$ cat config.mk
export PLATFORM = sky130hd
export DESIGN_NAME = cic_sched
export DESIGN_NICKNAME = d
export VERILOG_FILES = /design/src/rtl/cic_sched.sv
export SDC_FILE = /design/constraint.sdc
export NUM_CORES = 1
export LEC_CHECK = 0
export BUFFER_PORTS_ARGS = -buffer_cell sky130_fd_sc_hd__buf_2
export CAP_MARGIN = 25
export CORE_ASPECT_RATIO = 1.5
export CORE_UTILIZATION = 40
export DETAILED_ROUTE_END_ITERATION = 8
export GPL_ROUTABILITY_DRIVEN = 0
export PLACE_DENSITY = 0.61
export SETUP_SLACK_MARGIN = 0.3
export SLEW_MARGIN = 5
export SYNTH_ARGS = -nofsm -noshare
export SYNTH_HDL_FRONTEND = slang
export SYNTH_SLANG_ARGS = --single-unit
$ cat constraint.sdc
create_clock -name clk -period 3.1 [get_ports clk]
set_input_delay 0.31 -clock clk [delete_from_list [all_inputs] [get_ports clk]]
set_output_delay 0.31 -clock clk [all_outputs]
set_load 0.02 [all_outputs]
$ cat src/rtl/cic_sched.sv
// Round-robin tick scheduler and shared time-constant manager for NCH parallel CIC decimators.
// Each sample occupies one 4-cycle slot (tick 2 high, 2 low); TC changes only between slots.
module cic_sched #(
  parameter int NCH    = 2,
  parameter int RATE   = 4,
  parameter int TC_MAX = 7
) (
  input  logic                   clk,
  input  logic                   rst_n,
  input  logic [NCH-1:0]         req,
  output logic [NCH-1:0]         gnt,
  output logic [$clog2(NCH)-1:0] sel,
  output logic [NCH-1:0]         tick,
  input  logic [3:0]             tc_req,
  input  logic                   tc_load,
  output logic [3:0]             tc,
  output logic                   tc_busy,
  output logic                   out_valid,
  output logic [$clog2(NCH)-1:0] out_ch,
  output logic [NCH-1:0]         settled
);
  localparam int SW = $clog2(NCH);
  localparam int CW = (RATE > 1) ? $clog2(RATE) : 1;

  typedef enum logic [2:0] {IDLE, HI1, HI2, LO1, LO2} state_t;

  state_t        state;
  logic [SW-1:0] rr_ptr;
  logic [CW-1:0] cnt  [NCH];
  logic [7:0]    scnt [NCH];
  logic [3:0]    tc_pend;
  logic          dec;

  logic           found;
  logic [SW-1:0]  pick;
  logic [SW-1:0]  idx;
  logic [NCH-1:0] pick_oh;
  logic [3:0]     ld_val;
  logic [7:0]     tgt;

  always_comb begin
    found   = 1'b0;
    pick    = rr_ptr;
    idx     = '0;
    pick_oh = '0;
    for (int i = 0; i < NCH; i++) begin
      idx = SW'((int'(rr_ptr) + i) % NCH);
      if (!found && req[idx]) begin
        found = 1'b1;
        pick  = idx;
      end
    end
    pick_oh[pick] = 1'b1;
    ld_val = (tc_req > 4'(TC_MAX)) ? 4'(TC_MAX) : tc_req;
    tgt    = 8'((32'd1 << tc) + 32'd1);
  end

  always_ff @(posedge clk or negedge rst_n) begin
    if (!rst_n) begin
      state     <= IDLE;
      rr_ptr    <= '0;
      gnt       <= '0;
      sel       <= '0;
      tick      <= '0;
      tc        <= '0;
      tc_pend   <= '0;
      tc_busy   <= 1'b0;
      out_valid <= 1'b0;
      out_ch    <= '0;
      settled   <= '0;
      dec       <= 1'b0;
      for (int c = 0; c < NCH; c++) begin
        cnt[c]  <= '0;
        scnt[c] <= '0;
      end
    end else begin
      gnt       <= '0;
      out_valid <= 1'b0;
      if (tc_load) begin
        tc_pend <= ld_val;
        tc_busy <= 1'b1;
      end
      case (state)
        // LO2 doubles as the slot boundary so back-to-back slots stay 4 cycles long
        IDLE, LO2: begin
          if (tc_busy || tc_load) begin
            tc      <= tc_load ? ld_val : tc_pend;
            tc_busy <= 1'b0;
            settled <= '0;
            for (int c = 0; c < NCH; c++) scnt[c] <= '0;
            state   <= IDLE;
          end else if (found) begin
            sel    <= pick;
            gnt    <= pick_oh;
            tick   <= pick_oh;
            rr_ptr <= (int'(pick) == NCH - 1) ? '0 : pick + 1'b1;
            state  <= HI1;
          end else begin
            state <= IDLE;
          end
        end
        HI1: begin
          dec      <= (cnt[sel] == '0);
          cnt[sel] <= (cnt[sel] == CW'(RATE - 1)) ? '0 : cnt[sel] + 1'b1;
          state    <= HI2;
        end
        HI2: begin
          tick  <= '0;
          state <= LO1;
          // History counts as refilled only once the saturated count is seen again
          if (dec) begin
            if (scnt[sel] < tgt) scnt[sel] <= scnt[sel] + 8'd1;
            settled[sel] <= settled[sel] | (scnt[sel] == tgt);
            out_valid    <= settled[sel] | (scnt[sel] == tgt);
            out_ch       <= sel;
          end
        end
        LO1:     state <= LO2;
        default: state <= IDLE;
      endcase
    end
  end

endmodule

==> out/metrics.yaml, run 1 <==
status: "completed"
tightest_slew_ps: 874
hold_viol_final: 0
wl_met3_um: 122
route.antenna.remaining_nets: 0
muxShareOfSynthArea_pct: 10.4
synth_compound_area_share_pct: 12.5
fill_cells: 533
regToRegStartpoint: "sel"
cts_tree: "built"
r2r-end: "scnt[14]"
fin_nets: 274
placed_area_um2: 2550
setup_viol: 0
drv_slew: 0
cts_num_sinks: 43
critPathMaxStageDelay_ps: 540
netlist_instances: 220
clkLatencyLatePin_ps: 310
ys_seq_elements: 43
antenna_found_initial: 0
peakVddDrop_mv: 0.382
routed-wl-met2_mm: 2.45
relSlewSlack_pct: 41.3
hpwl_mm: 3.47
reg2reg_slack_ps: 480
dieArea_um2: 6170
grt_pass1_wl_mm: 7.96
grt_use_total_pct: 17.2
hp-class: "input pin to flop"
cts_root_buf: "clkbuf_8"
synth_xor_area_share_pct: 3.74
cts_made_buffers: 5
dp_slack_ps: 269
synth_edf_count: 0
fin_ws_ps: 484
yosys_warnings: 0
fin_crit_ps: 2620
p_leak_nw: 1.29
first_pass_iters: 4
async_flop_share_pct: 100
initial_core_util_pct: 42.0
crit_type: "flop to flop"
synth_area_um2: 2340
synth-main-ff-cell: "dfrtp_1"
cp_max_fo: 9
io_buffers: 22
critPathCapture: "scnt[14]"
clk_path_buf_depth: 2
avgSynthCellArea_um2: 10.6
grt_max_degree: 44
cts.clk_slew.worst_paths_ps: 90
grt_pass1_vias: 1634
drive_gt1_share_pct: 28.2
slowest_stage: "dfrtp_4"
final_util_pct: 49.5
rsz0062_at_grt: "no"
crit_start: "sel"
vias_per_cell: 5.31
die_w_um: 64.5
cp_num_buf_inv: 2
critPathArrivalTime_ps: 2810
vias: 1726
r2r_cells: 9
area_delta_synth_final_pct: 17.9
tns_ps: 0
startpoint_type: "flop"
multi_input_area_um2: 1200
seq_area_um2: 1080
final_min_period_over_clock_period_pct: 84.4
cp.required_ps: 3300
synth.net_count: 240
path_depth: 9
yosysSeqAreaShare_pct: 45.9
total_power_w: 0.00221
yosysUniqueCellTypes: 47
finalClockSkew_ps: 12.6
worstSetupEndpointType: "flop"
top_layer: "met4"
drtIter0Drc: 51
drv_cap: 0
io_pins: 23
final_area_um2: 2760
core-area_um2: 5570
diodes: 0
drc: 0
post_drt_wl_per_cell_um: 14.6
cpLargestDelayFamily: "multiplexers"
fmax_mhz: 382
grt_overflow: 0
yosys.area_share.simple_pct: 17.0
wirelength_mm: 4.74
worstPathCellList: "buf_4 -> mux2_4 -> ha_4 -> nor2b_1 -> o211ai_1 -> a21oi_4 -> nor4_4 -> buf_4 -> mux2_4"
wl_met1_mm: 2.05
fp.dieH_um: 95.7
synth_fa_ha_area_share_pct: 5.88
cts_max_level: 2
power_density_nw_per_um2: 799
synth_top_family_by_area: "simple AND/OR/NAND/NOR gates"
placementRows: 33
-- worst reg2reg max path: cells and delay by family (launching register included) --
kind / cells / cell delay (ps)
simple gates: 2 / 360
mux: 2 / 620
buf+inv: 2 / 370
compound gates: 2 / 390
fa+ha+maj: 1 / 220
flops: 1 / 540
-- cells by family (layout without fill, tap and decap cells) --
logic type,count (synthesis),count (layout)
flops,43,43
buf+inv,21,56
simple gates,70,70
compound gates,42,42
xor+xnor,10,10
mux,23,23
fa+ha+maj,11,11
-- how the worst min path moves through the flow --
stage	slack (ps)	end	startpoint	cells after the start
after floorplan	10	cnt[0]	rst_n	0
after global placement	460	cnt[2]	cnt[2]	1
after detailed placement	460	cnt[2]	cnt[2]	1
after CTS	180	tick[0]	rst_n	1
after global routing	210	gnt[0]	req[1]	2
final	200	gnt[0]	req[1]	2
-- registers in the layout, summed over array words and instances (netlist names) --
register,count
scnt,16
gnt,2
cnt,4
tc,4
tick,2
settled,2
out_ch,1
dec,1
tc_busy,1
sel,1
out_valid,1
rr_ptr,1
state,3
tc_pend,4
-- report_power, final --
part / leakage (nW) / internal [W] / switching, W / total, W
combinational: 0.676 / 0.000411 / 0.000518 / 0.000929
sequential: 0.552 / 0.000689 / 0.000137 / 0.000825
clock: 0.0581 / 0.000240 / 0.000211 / 0.000451
-- metrics by stage --
stage	hold slack, ps	cells
after CTS	175	317
after detailed placement	461	308
after global placement	457	308
final	197	325
after floorplan	14.4	220
after global routing	211	325
-- layout make-up --
class | instances | share of cell area (%)
clock buffer | 5 | 2.49
clock inverter | 3 | 1.59
inverter | 12 | 1.63
multi-input combinational | 156 | 43.5
sequential | 43 | 39.2
tap | 70 | 3.17
timing repair buffer | 36 | 8.34
-- placed cells by master, fill, tap and decap left out, drive strengths merged, types with 4 or more instances in the layout --
cell type,count
inv,12
nor2,12
and2,4
clkbuf,5
xnor2,8
mux2,10
buf,35
dfrtp,43
a31o,5
ha,11
a21oi,10
nor2b,6
o211ai,5
nand3b,4
nand2,22
mux2i,13
o21ai,7
o31ai,5
-- layer usage --
metal	global-route usage, %	vias to the layer above
met5	0	-
met4	8.33	0
met3	2.61	10
met2	29.5	35
met1	21.2	832
li1	-	849
-- synth_stat cells, drive strengths merged (2+ instances only) --
cell type / number / area share, %
dfrtp: 43 / 46
nand2: 22 / 3.8
mux2i: 13 / 5.6
inv: 12 / 1.9
nor2: 12 / 1.9
ha: 11 / 5.9
a21oi: 10 / 2.3
mux2: 10 / 4.8
xnor2: 8 / 3.0
o21ai: 7 / 1.5
buf: 6 / 2.1
nor2b: 6 / 1.6
a31o: 5 / 1.9
o211ai: 5 / 1.6
o31ai: 5 / 1.6
and2: 4 / 1.1
nand3b: 4 / 1.3
clkbuf: 3 / 0.48
nand3: 3 / 0.64
nand4: 3 / 0.80
nor3: 3 / 0.64
nor4: 3 / 1.4
a211oi: 2 / 0.64
a32o: 2 / 0.85
and3b: 2 / 0.80
nor3b: 2 / 1.1
o22a: 2 / 0.75
xor2: 2 / 0.75
-- repair_timing --
action / in CTS / in global routing
endpoints found under the hold margin: 0 / 16
pin swaps: 1 / 2
setup buffers: 1 / 6
gates resized for setup: 1 / 5
hold buffers: 0 / 1
setup endpoints to repair: 6 / 9
cloned: 0 / 0
Note: power is estimated with default switching activity, not from simulation.
==> run 2: changes to the inputs <==
==> constraint.sdc (replaced) <==
create_clock -name clk -period 2.37 [get_ports clk]
set_input_delay 0.237 -clock clk [delete_from_list [all_inputs] [get_ports clk]]
set_output_delay 0.237 -clock clk [all_outputs]
set_load 0.02 [all_outputs]
==> out/metrics.yaml, run 2 (synthesis results as in run 1) <==
final_cell_mix: "40 x dfrtp_1, 34 x buf_4, 22 x buf_2, 21 x nand2_1"
cp.required_ps: 2590  # -710 ps
hpwl_mm: 3.93  # +13%
r2r-end: "scnt[8]"
placementRows: 33  # unchanged
p_int_w: 0.00197  # +47%
r2r_cells: 9  # unchanged
cts_max_level: 2  # unchanged
worstSetupEndpointType: "flop"
switchingPower_w: 0.00129  # +49%
first_pass_iters: 4  # unchanged
vias: 1858  # +7.6%
p_comb_share_pct: 49.3  # +7.2 points
rsz0062_at_grt: "yes"
final_util_pct: 57.4  # +7.8 points
core-area_um2: 5570  # unchanged
finalClockSkew_ps: 9.21  # -3.40 ps
die_w_um: 64.5  # unchanged
cts_tree: "built"
initial_core_util_pct: 42.0  # unchanged
antenna_found_initial: 0  # unchanged
fill_cells: 494  # -7.3%
power_density_nw_per_um2: 1020  # +28%
fmax_mhz: 412  # +7.9%
cts_made_buffers: 5  # unchanged
crit_type: "flop to flop"
slowest_stage: "dfrtp_2"
fin_crit_ps: 2420  # -191 ps
peakVddDrop_mv: 0.639  # +67%
p_leak_nw: 1.49  # +15%
seq_area_um2: 1080  # -0.35%
io_buffers: 22  # unchanged
clkLatencyLatePin_ps: 300  # about the same
grt_use_total_pct: 19.5  # +2.2 points
startpoint_type: "flop"
final_min_period_over_clock_period_pct: 102  # +18 points
multi_input_area_um2: 1430  # +19%
p_clk_share_pct: 18.1  # -2.4 points
status: "finished with violations"
tightest_slew_ps: 734  # -139 ps
drive_gt1_share_pct: 44.8  # +17 points
cp_max_fo: 6  # -3
whs_ps: -9.34  # -206 ps
fin_ws_ps: -54.4  # -539 ps
setup_viol: 7  # +7
p_seq_share_pct: 32.6  # -4.8 points
layout_commonest_cell: "dfrtp_1"
hold_viol_final: 14  # +14
worstPathCellList: "buf_8 -> mux2_4 -> ha_4 -> nor2b_4 -> o211ai_1 -> a21oi_2 -> nor4_4 -> buf_6 -> mux2i_1"
drv_cap: 0  # unchanged
hp-class: "input pin to asynchronous set/reset pin"
critPathArrivalTime_ps: 2650  # -160 ps
wirelength_mm: 5.57  # +17%
post_drt_wl_per_cell_um: 15.9  # +8.8%
sw_frac_of_total_pct: 39.6  # +0.38 points
largest_reg_flops: 16  # unchanged
clk_path_buf_depth: 2  # unchanged
relSlewSlack_pct: 51.0  # +9.7 points
cts_num_sinks: 43  # unchanged
io_pins: 23  # unchanged
reg2reg_slack_ps: -50  # -540 ps
fp.dieH_um: 95.7  # unchanged
regToRegStartpoint: "sel"
grt_pass1_vias: 1842  # +13%
grt_pass1_wl_mm: 8.96  # +13%
diodes: 0  # unchanged
fin_nets: 300  # +9.5%
area_delta_synth_final_pct: 36.5
route.antenna.remaining_nets: 0  # unchanged
grt_overflow: 0  # unchanged
cts_root_buf: "clkbuf_8"
drv_slew: 0  # unchanged
grt_max_degree: 33  # -25%
violations: "negative hold slack, negative setup slack"
drtIter0Drc: 109  # +110%
regMostFlops: "scnt"
dieArea_um2: 6170  # unchanged
critPathMaxStageDelay_ps: 490  # -50 ps
cts.clk_slew.worst_paths_ps: 90  # about the same
vias_per_cell: 5.29  # -0.33%
drc: 0  # unchanged
## run 2: cell types whose count changed in the layout (fill, tap and decap cells not counted), sizes merged
cell and change:
buf +27, clkinv -1, dlygate4sd3 -1, inv +1
## run 2: power by group through the flow
stage,Sequential (W),Combinational [W],Clock (W)
2_1_floorplan,0.00110,0.000879,0
3_3_place_gp,0.00106,0.00134,0
3_5_place_dp,0.00106,0.00134,0
5_1_grt,0.00109,0.00176,0.000638
4_1_cts,0.00106,0.00145,0.000605
6_report,0.00106,0.00161,0.000590
## run 2: what timing repair did
| action | in CTS | in global routing |
|---|---|---|
| hold buffers | 0 | 0 |
| setup buffers | 2 | 1 |
| gates cloned | 0 | 0 |
| pin swaps | 10 | 10 |
| endpoints found under the setup margin | 16 | 19 |
| gates resized for setup | 16 | 32 |
## run 2: worst max-delay path by stage
stage,depth (start not counted),startpoint,endpoint,slack (ps)
final,9,sel,scnt[8],-50
after global routing,9,sel,scnt[15],-120
after CTS,11,tc[0],scnt[9],-6
after detailed placement,11,tc[0],scnt[9],-220
after global placement,11,tc[0],scnt[9],-200
after floorplan,9,sel,scnt[14],-420
## run 2: layout make-up
class / instances / area share (%)
multi-input combinational: 156 / 44.7
sequential: 43 / 33.8
timing repair buffer: 62 / 13.7
tap: 70 / 2.74
clock buffer: 5 / 2.15
clock inverter: 3 / 1.49
inverter: 12 / 1.49
## run 2: through the flow
| step | power, W | TNS, ps | worst slack, ps | cell area, µm² | instances |
|---|---|---|---|---|---|
| finish | 0.00326 | -274 | -54.4 | 3200 | 351 |
| global route | 0.00349 | -971 | -124 | 3200 | 351 |
| detailed placement | 0.00241 | -1740 | -224 | 2790 | 340 |
| global placement | 0.00239 | -1480 | -202 | 2790 | 340 |
| floorplan | 0.00198 | -4210 | -421 | 2390 | 220 |
| CTS | 0.00311 | -11.8 | -6.26 | 3010 | 350 |
## run 2: routing by layer
layer	track usage [%]	vias to the layer above	part of all wire, %
met3	2.61	12	2.6
met5	0	-	0
met1	23.1	906	43
li1	-	905	-
met2	35.2	35	52
met4	7.96	0	2.2
## run 2: critical path: cells and delay by family (launching register included)
| kind | cells | cell delay [ps] |
|---|---|---|
| buffers and inverters | 2 | 360 |
| flip-flops | 1 | 490 |
| adder cells (fa/ha/maj) | 1 | 240 |
| multiplexers | 2 | 510 |
| AND/OR/NAND/NOR | 2 | 410 |
| AO/OA/AOI/OAI | 2 | 330 |
